**src/rtl/lsu_ctrl_pkg.sv**
```systemverilog
// Shared encodings and types for the load/store sequencer and its lane aligner.
package lsu_ctrl_pkg;

    localparam int INST_BUS_W = 32;
    localparam int REG_BUS_W  = 32;
    localparam int MEM_BUS_W  = 32;

    // funct3 load/store access types
    localparam logic [2:0] LSU_B  = 3'b000;
    localparam logic [2:0] LSU_H  = 3'b001;
    localparam logic [2:0] LSU_W  = 3'b010;
    localparam logic [2:0] LSU_BU = 3'b100;
    localparam logic [2:0] LSU_HU = 3'b101;

    typedef enum logic [2:0] {
        ST_IDLE = 3'd0,
        ST_REQ  = 3'd1,
        ST_WAIT = 3'd2,
        ST_DONE = 3'd3,
        ST_MERR = 3'd4
    } lsu_state_e;

    // Request as latched from the MEM stage
    typedef struct packed {
        logic                   we;
        logic [2:0]             funct3;
        logic [MEM_BUS_W-1:0]   addr;
        logic [REG_BUS_W-1:0]   wdata;
    } lsu_req_t;

    // Unknown access codes behave as word accesses
    function automatic logic [2:0] lsu_norm(input logic [2:0] f3);
        case (f3)
            LSU_B, LSU_H, LSU_BU, LSU_HU: return f3;
            default:                      return LSU_W;
        endcase
    endfunction

    // Halfwords need an even address, words a 4-byte aligned one
    function automatic logic lsu_misaligned(input logic [2:0] f3, input logic [1:0] off);
        case (lsu_norm(f3))
            LSU_H, LSU_HU: return off[0];
            LSU_W:         return |off;
            default:       return 1'b0;
        endcase
    endfunction

endpackage

```
**src/rtl/lsu_align.sv**
```systemverilog
// Byte-lane steering: store enables/data placement and load shift/extend.
// Purely combinational so it can be shared with a store buffer later.
module lsu_align
    import lsu_ctrl_pkg::*;
(
    input  logic [2:0]  funct3,
    input  logic [1:0]  offset,
    input  logic [31:0] wdata,
    input  logic [31:0] rword,
    output logic [3:0]  be,
    output logic [31:0] wdata_sh,
    output logic [31:0] rdata
);

    logic [31:0] shr;

    // Lane placement for stores, right-justify and extend for loads
    always_comb begin
        shr      = rword >> {offset, 3'b000};
        wdata_sh = wdata << {offset, 3'b000};
        be       = 4'b1111;
        rdata    = shr;
        case (lsu_norm(funct3))
            LSU_B: begin
                be    = 4'b0001 << offset;
                rdata = {{24{shr[7]}}, shr[7:0]};
            end
            LSU_BU: begin
                be    = 4'b0001 << offset;
                rdata = {24'h0, shr[7:0]};
            end
            LSU_H: begin
                be    = 4'b0011 << offset;
                rdata = {{16{shr[15]}}, shr[15:0]};
            end
            LSU_HU: begin
                be    = 4'b0011 << offset;
                rdata = {16'h0, shr[15:0]};
            end
            default: begin
                be    = 4'b1111;
                rdata = shr;
            end
        endcase
    end

endmodule

```
**src/rtl/lsu_ctrl.sv**
```systemverilog
// Load/store sequencer: one MEM-stage request becomes one word-aligned RAM
// transaction; the pipeline is stalled until the completion pulse.
module lsu_ctrl
    import lsu_ctrl_pkg::*;
#(
    parameter int TIMEOUT = 255
) (
    input  logic        clk,
    input  logic        rstn,
    input  logic        req_i,
    input  logic        we_i,
    input  logic [2:0]  funct3_i,
    input  logic [31:0] addr_i,
    input  logic [31:0] wdata_i,
    output logic        stall_o,
    output logic        done_o,
    output logic [31:0] rdata_o,
    output logic        misalign_o,
    output logic        err_o,
    output logic        ram_req_o,
    output logic        ram_we_o,
    output logic [31:0] ram_addr_o,
    output logic [3:0]  ram_be_o,
    output logic [31:0] ram_wdata_o,
    input  logic        ram_gnt_i,
    input  logic        ram_rvalid_i,
    input  logic [31:0] ram_rdata_i
);

    localparam logic [7:0] TO_LIM = 8'(TIMEOUT);

    lsu_state_e  state_q, state_d;
    lsu_req_t    req_q;
    logic [31:0] rword_q;
    logic [7:0]  cnt_q;
    logic        err_q;

    logic        mis_in;
    logic        tmo;
    logic        capture;
    logic [3:0]  be;
    logic [31:0] wdata_sh;
    logic [31:0] ld_data;

    assign mis_in  = lsu_misaligned(funct3_i, addr_i[1:0]);
    // Response wins over an expiring counter in the same cycle
    assign tmo     = (state_q == ST_WAIT) && !ram_rvalid_i && (cnt_q + 8'd1 == TO_LIM);
    assign capture = ram_rvalid_i &&
                     ((state_q == ST_WAIT) || (state_q == ST_REQ && ram_gnt_i));

    lsu_align u_align (
        .funct3   (req_q.funct3),
        .offset   (req_q.addr[1:0]),
        .wdata    (req_q.wdata),
        .rword    (rword_q),
        .be       (be),
        .wdata_sh (wdata_sh),
        .rdata    (ld_data)
    );

    // Next-state selection
    always_comb begin
        state_d = state_q;
        case (state_q)
            ST_IDLE: if (req_i) state_d = mis_in ? ST_MERR : ST_REQ;
            ST_REQ:  if (ram_gnt_i) state_d = ram_rvalid_i ? ST_DONE : ST_WAIT;
            ST_WAIT: if (ram_rvalid_i || tmo) state_d = ST_DONE;
            ST_DONE: state_d = ST_IDLE;
            ST_MERR: state_d = ST_IDLE;
            default: state_d = ST_IDLE;
        endcase
    end

    // State, latched request, captured read word, timeout counter
    always_ff @(posedge clk or negedge rstn) begin
        if (!rstn) begin
            state_q <= ST_IDLE;
            req_q   <= '0;
            rword_q <= '0;
            cnt_q   <= '0;
            err_q   <= 1'b0;
        end else begin
            state_q <= state_d;
            if (state_q == ST_IDLE && req_i && !mis_in)
                req_q <= '{we: we_i, funct3: funct3_i, addr: addr_i, wdata: wdata_i};
            if (capture)
                rword_q <= ram_rdata_i;
            cnt_q <= (state_q == ST_WAIT) ? cnt_q + 8'd1 : 8'd0;
            // Only set on the WAIT->DONE timeout edge, so it lives for the DONE cycle
            err_q <= tmo;
        end
    end

    // RAM-side fields are zero whenever no request is presented
    assign ram_req_o   = (state_q == ST_REQ);
    assign ram_we_o    = ram_req_o & req_q.we;
    assign ram_addr_o  = ram_req_o ? {req_q.addr[31:2], 2'b00} : 32'h0;
    assign ram_be_o    = ram_req_o ? be : 4'h0;
    assign ram_wdata_o = ram_req_o ? wdata_sh : 32'h0;

    assign done_o     = (state_q == ST_DONE) || (state_q == ST_MERR);
    assign misalign_o = (state_q == ST_MERR);
    assign err_o      = (state_q == ST_DONE) && err_q;
    assign rdata_o    = ((state_q == ST_DONE) && !req_q.we && !err_q) ? ld_data : 32'h0;

    // Combinational on req_i in IDLE so the request cycle itself is held
    assign stall_o = ((state_q == ST_IDLE) && req_i) ||
                     (state_q == ST_REQ) || (state_q == ST_WAIT);

endmodule

```
**config.mk**
```make
export PLATFORM = sky130hd
export DESIGN_NAME = lsu_ctrl
export DESIGN_NICKNAME = d
export VERILOG_FILES = /design/src/rtl/lsu_ctrl_pkg.sv /design/src/rtl/lsu_align.sv /design/src/rtl/lsu_ctrl.sv
export SDC_FILE = /design/constraint.sdc
export NUM_CORES = 1
export LEC_CHECK = 0
export CAP_MARGIN = 30
export CELL_PAD_IN_SITES_DETAIL_PLACEMENT = 1
export CELL_PAD_IN_SITES_GLOBAL_PLACEMENT = 1
export CORE_MARGIN = 2
export CORE_UTILIZATION = 38
export CTS_CLUSTER_DIAMETER = 30
export DETAILED_ROUTE_END_ITERATION = 8
export GPL_ROUTABILITY_DRIVEN = 0
export GPL_TIMING_DRIVEN = 0
export MAX_ROUTING_LAYER = met4
export PLACE_DENSITY = 0.92
export SLEW_MARGIN = 30
export SYNTH_ARGS = -nofsm -noshare
export SYNTH_HDL_FRONTEND = slang
export SYNTH_SLANG_ARGS = --single-unit
```
**constraint.sdc**
```tcl
create_clock -name clk -period 5.59 [get_ports clk]
set_clock_uncertainty 0.1 [all_clocks]
set_input_delay 1.118 -clock clk [delete_from_list [all_inputs] [get_ports clk]]
set_output_delay 1.118 -clock clk [all_outputs]
set_load 0.01 [all_outputs]
```
Yosys cells after proc, flatten, opt, wreduce, memory -nomap -nowiden

Index checks and enable logic that the tools add are counted.

Output and inout bits: 106
Flip-flop bits (word level): 112

Add/subtract/negate cells: 1
Eq/ne operators: 20
Mux-type cells: 16
Shifts and indexed selects: 4
Bitwise gates (word level): 1
Reductions and logical operators: 29

Operator list:

| cell                                                  | count |
|---|---|
| one-hot mux 32 bit (4 select lines)                   | 1 |
| two-way mux 32 bit                                    | 3 |
| << shifter 32 x 5 -> 32 bit                           | 1 |
| >> shifter 32 x 5 -> 32 bit                           | 1 |
| equality test 3 bit, second input constant            | 8 |
| two-way mux 3 bit                                     | 6 |
| equality test 3 x 1 -> 1 bit, second input constant   | 5 |
| logical NOT 3 bit                                     | 4 |
| equality test 3 x 2 -> 1 bit, second input constant   | 3 |
| logical AND 1 bit                                     | 9 |
| one-hot mux 3 bit (3 select lines)                    | 1 |
| adder 8 x 1 -> 8 bit, second input constant           | 1 |
| equality test 8 bit, second input constant            | 1 |
| two-way mux 8 bit                                     | 1 |
| one-hot mux 4 bit (2 select lines)                    | 1 |
| OR reduction 2 bit                                    | 4 |
| OR reduction 4 bit                                    | 2 |
| logical OR 1 bit                                      | 5 |
| logical NOT 1 bit                                     | 4 |
| two-way mux 4 bit                                     | 1 |
| inequality test 2 x 1 -> 1 bit, second input constant | 2 |
| << shifter 1 x 2 -> 4 bit, first input constant       | 1 |
| << shifter 2 x 2 -> 4 bit, first input constant       | 1 |
| AND reduction 3 bit                                   | 1 |
| 4 further kinds                                       | 4 |

Logic depth before layout (Yosys ltp)

Gate-level depths: netlist (run 1).

Depth after elaboration: 9
Depth in mapped cells: 8
Gate-level depth less buffers: 5

Modules after synthesis

A second synthesis (run 1) with hierarchy kept.

Cells, all modules: 607
Area total of the unflattened synthesis: 6749.0 um2

By module, submodules not included:

| module    | cells an instance | area an instance (um2) | instances | seq. area each (um2) |
|---|---|---|---|---|
| lsu_ctrl  | 402               | 5247.5                 | 1         | 2802.7 |
| lsu_align | 205               | 1501.4                 | 1         | 0.0 |

Least setup slack after synthesis (run 1)

OpenSTA, ideal clock, no wires.

Path type: register -> output
Start: reg req_q[33] (netlist bit)
End: out rdata_o[10]
Arrival: 1.623 ns
Cell stages (with the launch flop): 7
Path slack: 2.749 ns
Required time: 4.372 ns
Path through: dfrtp_1 -> buf_4 -> mux2i_1 -> mux2_2 -> or3_1 -> clkbuf_1 -> a21oi_1

Word-level cells in the longest chain between the ends: 3

RTL lines:

| element                             | RTL line        | source |
|---|---|---|
| start: declaration                  | lsu_ctrl.sv:33  | `lsu_req_t req_q;` |
| start signal: assignment            | lsu_ctrl.sv:85  | `req_q <= '{we: we_i, funct3: funct3_i, addr: addr_i, wdata: wdata_i};` |
| >> shifter 32 x 5 -> 32 bit         | lsu_align.sv:19 | `shr = rword >> {offset, 3'b000};` |
| one-hot mux 32 bit (4 select lines) | lsu_align.sv:23 | `case (lsu_norm(funct3))` |
| two-way mux 32 bit                  | lsu_ctrl.sv:104 | `assign rdata_o = ((state_q == ST_DONE) && !req_q.we && !err_q) ? ld_data : 32'h0;` |
| end: declaration                    | lsu_ctrl.sv:17  | `output logic [31:0] rdata_o,` |

Every way passes these cells.

Worst setup path after layout (run 1)

Start: reg req_q[33] (netlist bit)
End: out rdata_o[31]

Same word-level chain as after synthesis.

==> flow_summary.ini, run 1 <==
[critical_path]
crit_chain = buf_4, nor2_1, nor4bb_1, buf_1, nand2_1, o21ai_0, clkdlybuf4s50_1
r2r_end = req_q[50]$_DFFE_PN0P_
critical_path.max_stage_delay_ps = 590
crit_type = flop to primary output
r2r_start = state_q[1]$_DFFE_PN0P_
worstSetupStartpointType = flop
cp.required_ps = 4370
path_delay_family = buffers and inverters
arrival_ps = 2990
slowest_stage = clkdlybuf4s50_1
path_depth = 7
cp-end-kind = primary output
reg2reg_slack_ps = 3510
worst-path-buf-inv = 3
critPathMaxFanout = 10
r2r_cells = 8

[global_routing]
grt_pass1_vias = 5973
grt_pass1_wl_um = 33400
grt.total_usage_pct = 25.2
grt_max_degree = 65
grt-ovfl-total = 0
antenna_found_initial = 1

[synth]
syn_area_um2 = 6210
ys.flop_type = dfrtp_1
avgSynthCellArea_um2 = 11.1
ys_types = 48
yosys-top-cells-count = dfrtp_1, mux2_2, nor2_1, and3_1, mux2i_1
synth.most_common_cell = dfrtp_1
synth_seq_cells = 112
synth-edff-count = 0
synth.area.top_cells = dfrtp_1, mux2_2, mux2i_1
ys.warnings.count = 0
yosysTopAreaCell = dfrtp_1
yosysSeqAreaShare_pct = 45.2
netlist.area_leader.share_pct = 45.2
synth_cells = 558
async_flop_share_pct = 100

[cts]
cts_buffers = 9
ctsResizeCount = 0
cts_tree = built
cts.sinks = 112
cts_setup_buffers = 0
root_buffer = clkbuf_16
ctsHoldBuffers = 0
clock_path_buffers = 2
clk_latency_ps = 360
clk_pin_slew_ps = 70
htree_levels = 3

[route]
ant_nets = 0
viasPerCell = 5.31
vias = 5313
routed_wl_um = 21200
dr.first_iter.drc_count = 268
wl_per_cell_um = 21.1
drc = 0
dr.pass1.iters = 4

[cells_and_area]
stdcell_area_um2 = 8890
area_growth_pct = 43.3
drive_gt1_share_pct = 19.8
final_util_pct = 55.8
fin_nets = 886

[floorplan]
die_w_um = 132
core-area_um2 = 15900
ios = 211
placementRows = 46
initial_core_util_pct = 38.9
die_h_um = 132
dieArea_um2 = 17400

[sta]
slew_violations = 0
max_freq_mhz = 238
maxSlewHeadroom_pct = 48.9
period_needed_ps = 4210
grt_setup_unrepaired = false
finalSetupTns_ps = 0
fin_crit_sh_pct = 75.3
worst_pin_slew_ps = 766
hold_viol = 0
setup_viol = 0

[pwr]
leakage_nw = 3.76
p_total_mw = 4.71
powerDensity_nw_per_um2 = 530
vdd_drop_max_mv = 0.241

[placement]
numPortBuffers = 208
placed_area_um2 = 8590
hpwl_um = 16100

[outcome]
status = complete, no violations

[min_path]
whs_path_depth = 1
hold_end = rword_q[1]$_DFFE_PN0P_
min_path_type = flop to flop
holdCritStartpoint = rword_q[1]$_DFFE_PN0P_

[flow_run]
maxCapViolCount = 0
kinds of logic (layout without fill, tap and decap cells):
logic type | Yosys count | in the layout | share of synthesized area, %
flops | 112 | 112 | 45.2
simple gates | 158 | 158 | 13.9
mux | 135 | 135 | 25.0
xor+xnor | 5 | 5 | 0.706
other cells | 1 | 3 | 0.0604
buf+inv | 56 | 281 | 4.66
fa+ha+maj | 2 | 2 | 0.403
compound gates | 89 | 89 | 10.1
power by group:
group | total (mW) | switching, mW | leakage (nW) | internal (mW)
sequential | 1.52 | 0.323 | 1.35 | 1.19
clock | 0.652 | 0.335 | 0.140 | 0.317
combinational | 2.54 | 1.25 | 2.27 | 1.30
total | 4.71 | 1.91 | 3.76 | 2.81
worst max path at each step:
stage / startpoint / endpoint / slack [ps]
after global placement: rstn / req_q[46]$_DFFE_PN0P_ / -870
final: req_q[33]$_DFFE_PN0P_ / rdata_o[31] / 1380
after floorplan: req_q[33]$_DFFE_PN0P_ / rdata_o[10] / 2750
after CTS: req_q[33]$_DFFE_PN0P_ / rdata_o[31] / 1370
after detailed placement: req_q[33]$_DFFE_PN0P_ / rdata_o[31] / 1760
after global routing: req_q[33]$_DFFE_PN0P_ / rdata_o[31] / 1150
per-layer routing:
layer / vias up / wire length, um / GRT usage [%]
li1: 2430 / - / -
met1: 2664 / 8670 / 29.7
met2: 196 / 10900 / 43.7
met3: 23 / 1260 / 6.04
met4: 0 / 344 / 5.98
met5: - / 0 / -
cell type report:
class                      count  area, um2
multi-input combinational    391       3120
clock buffer                   9        225
timing repair buffer         209       2110
fill                        1717       7050
antenna                        1       2.50
buffer                        49        263
clock inverter                 7       76.3
inverter                       7       26.3
tap                          216        270
sequential                   112       2800
state kept, by name, summed over array words and instances, names as in the netlist:
register and cells:
state_q 3, rword_q 32, err_q 1, req_q 68, cnt_q 8
worst reg2reg max path: cells and delay by family, from the launching register on:
kind	cells	cell delay (ps)
buffers and inverters	4	660
flip-flops	1	380
multiplexers	1	310
AND/OR/NAND/NOR	3	510
layout by cell type, fill, tap and decap left out, types with 7 or more instances in the layout:
cell type and count:
buf_6 7, nor2_1 49, mux2i_1 33, and3_1 39, a211oi_1 31, inv_1 7
and2_1 8, clkbuf_16 9, clkbuf_1 24, mux2_2 81, buf_2 9, o21ai_0 14
clkdlybuf4s50_1 207, a21oi_1 24, dfrtp_1 112, nand2_1 15, nor2b_1 17, o22ai_2 8
nand2b_1 7, mux2_4 20
through the flow:
stage          setup slack [ps]  instances  hold slack (ps)
6_report                   1380       1001              408
5_1_grt                    1150       1001              430
4_1_cts                    1370       1000              408
3_5_place_dp               1760        984              386
3_3_place_gp               -874        983              376
2_1_floorplan              2750        559              350
(Power assumes the default switching activity.)
==> inputs of run 2 (changes only) <==
CORE_UTILIZATION = 35   (was 38)
PLACE_DENSITY = 0.87   (was 0.92)
clock period = 4.3 ns   (was 5.59 ns; I/O delays follow)
==> flow_summary.ini, run 2 (synthesis gave the netlist of run 1 again) <==
[cells_and_area]
drive_gt1_share_pct = 19.6
fin_nets = 886
stdcell_area_um2 = 8910
num-fill-cells = 1895
regMostFlops = req_q
insertedDiodeCount = 0
final_common_cell = clkdlybuf4s50_1
final_cell_mix = clkdlybuf4s50_1, dfrtp_1, mux2_2
area_growth_pct = 43.6
largest_register_ffs = 68
reg_top3 = req_q (68), rword_q (32), cnt_q (8)

[cts]
htree_levels = 3
cts_tree = built
ctsHoldBuffers = 0
clock_path_buffers = 2
cts_buffers = 9
clk_latency_ps = 350
clk_pin_slew_ps = 80
cts_setup_buffers = 0
root_buffer = clkbuf_16
ctsResizeCount = 0
cts.sinks = 112

[route]
viasPerCell = 5.24
ant_nets = 0
wl_per_cell_um = 21.0
dr.pass1.iters = 4
routed_wl_um = 21100
dr.first_iter.drc_count = 218
vias = 5290
drc = 0

[global_routing]
grt_max_degree = 65
antenna_found_initial = 0
grt_pass1_wl_um = 32500
grt-ovfl-total = 0
grt_pass1_vias = 5875
grt.total_usage_pct = 23.6

[floorplan]
die_h_um = 137
core-area_um2 = 17300
die_w_um = 137
placementRows = 48
ios = 211
dieArea_um2 = 18800
initial_core_util_pct = 35.9

[outcome]
status = complete, no violations

[min_path]
min_path_type = input pin to async pin

[sta]
fin_crit_sh_pct = 90.1
hold_viol = 0
worst_pin_slew_ps = 734
setup_viol = 0
grt_setup_unrepaired = false
slew_violations = 0
period_needed_ps = 3870
max_freq_mhz = 258
maxSlewHeadroom_pct = 51.0

[critical_path]
r2r_end = req_q[56]$_DFFE_PN0P_
r2r_start = state_q[1]$_DFFE_PN0P_
crit_type = flop to primary output
reg2reg_slack_ps = 2310
cp.required_ps = 3340
r2r_cells = 8
worstSetupStartpoint = req_q[33]$_DFFE_PN0P_
critPathMaxFanout = 10
cp-end-kind = primary output
crit_end = rdata_o[14]
arrival_ps = 2910
worstSetupStartpointType = flop

[pwr]
vdd_drop_max_mv = 0.367
p_total_mw = 6.13
powerDensity_nw_per_um2 = 688
leakage_nw = 3.76

[placement]
placed_area_um2 = 8610
numPortBuffers = 208
hpwl_um = 16000

[flow_run]
maxCapViolCount = 0
==> run 2: cell types whose count changed in the layout (fill, tap and decap cells not counted) <==
cell and change:
buf_8 +1, diode_2 -1, bufinv_16 +1, inv_8 +1, clkinv_4 +2, clkinvlp_4 -1, inv_6 -2, buf_6 -1
clkbuf_1 +1, clkinv_8 -2
==> run 2: power by group <==
group	internal (mW)	total, mW	switching, mW
Clock	0.464	0.883	0.420
Combinational	1.68	3.29	1.61
Sequential	1.55	1.95	0.405
Total	3.70	6.13	2.43
==> run 2: worst min path at each step <==
stage | from | endpoint | slack [ps] | cells after the start
finish | rstn | req_q[63]$_DFFE_PN0P_ | 290 | 1
global route | rstn | req_q[63]$_DFFE_PN0P_ | 300 | 1
CTS | rstn | req_q[63]$_DFFE_PN0P_ | 300 | 1
detailed placement | rword_q[3]$_DFFE_PN0P_ | rword_q[3]$_DFFE_PN0P_ | 370 | 1
global placement | rword_q[3]$_DFFE_PN0P_ | rword_q[3]$_DFFE_PN0P_ | 370 | 1
floorplan | rword_q[3]$_DFFE_PN0P_ | rword_q[3]$_DFFE_PN0P_ | 350 | 1
==> run 2: cell type report <==
| type | count | area (um2) | share of cell area (%) |
|---|---|---|---|
| Tap cell | 225 | 282 | 3.16 |
| Clock inverter | 6 | 77.6 | 0.870 |
| Buffer | 49 | 263 | 2.95 |
| Sequential cell | 112 | 2800 | 31.4 |
| Inverter | 7 | 26.3 | 0.295 |
| Clock buffer | 10 | 229 | 2.57 |
| Timing Repair Buffer | 209 | 2110 | 23.7 |
| Multi-Input combinational cell | 391 | 3120 | 35.0 |
==> run 2: layer usage <==
layer / wire [um] / vias up / track usage [%]
li1: - / 2429 / -
met1: 8950 / 2642 / 28.2
met2: 10500 / 192 / 39.9
met3: 1390 / 27 / 5.89
met4: 340 / 0 / 5.56
met5: 0 / - / -
==> run 2: through the flow <==
| stage | worst slack, ps | TNS [ps] | hold slack, ps | cells | util (%) |
|---|---|---|---|---|---|
| finish | 425 | 0 | 292 | 1009 | 51.5 |
| global route | 235 | 0 | 300 | 1009 | 51.5 |
| CTS | 359 | 0 | 296 | 1009 | 51.5 |
| detailed placement | 765 | 0 | 372 | 993 | 49.8 |
| global placement | -2310 | -257950 | 371 | 992 | 49.6 |
| floorplan | 1720 | 0 | 350 | 559 | - |
==> run 2: worst max-delay path: stages (launching register included) <==
cell and delay [ps]:
dfrtp_1 360, buf_4 170, nor2b_1 420, clkbuf_1 540, and2_1 220, o21ai_0 80
a21oi_1 180, clkdlybuf4s50_1 590
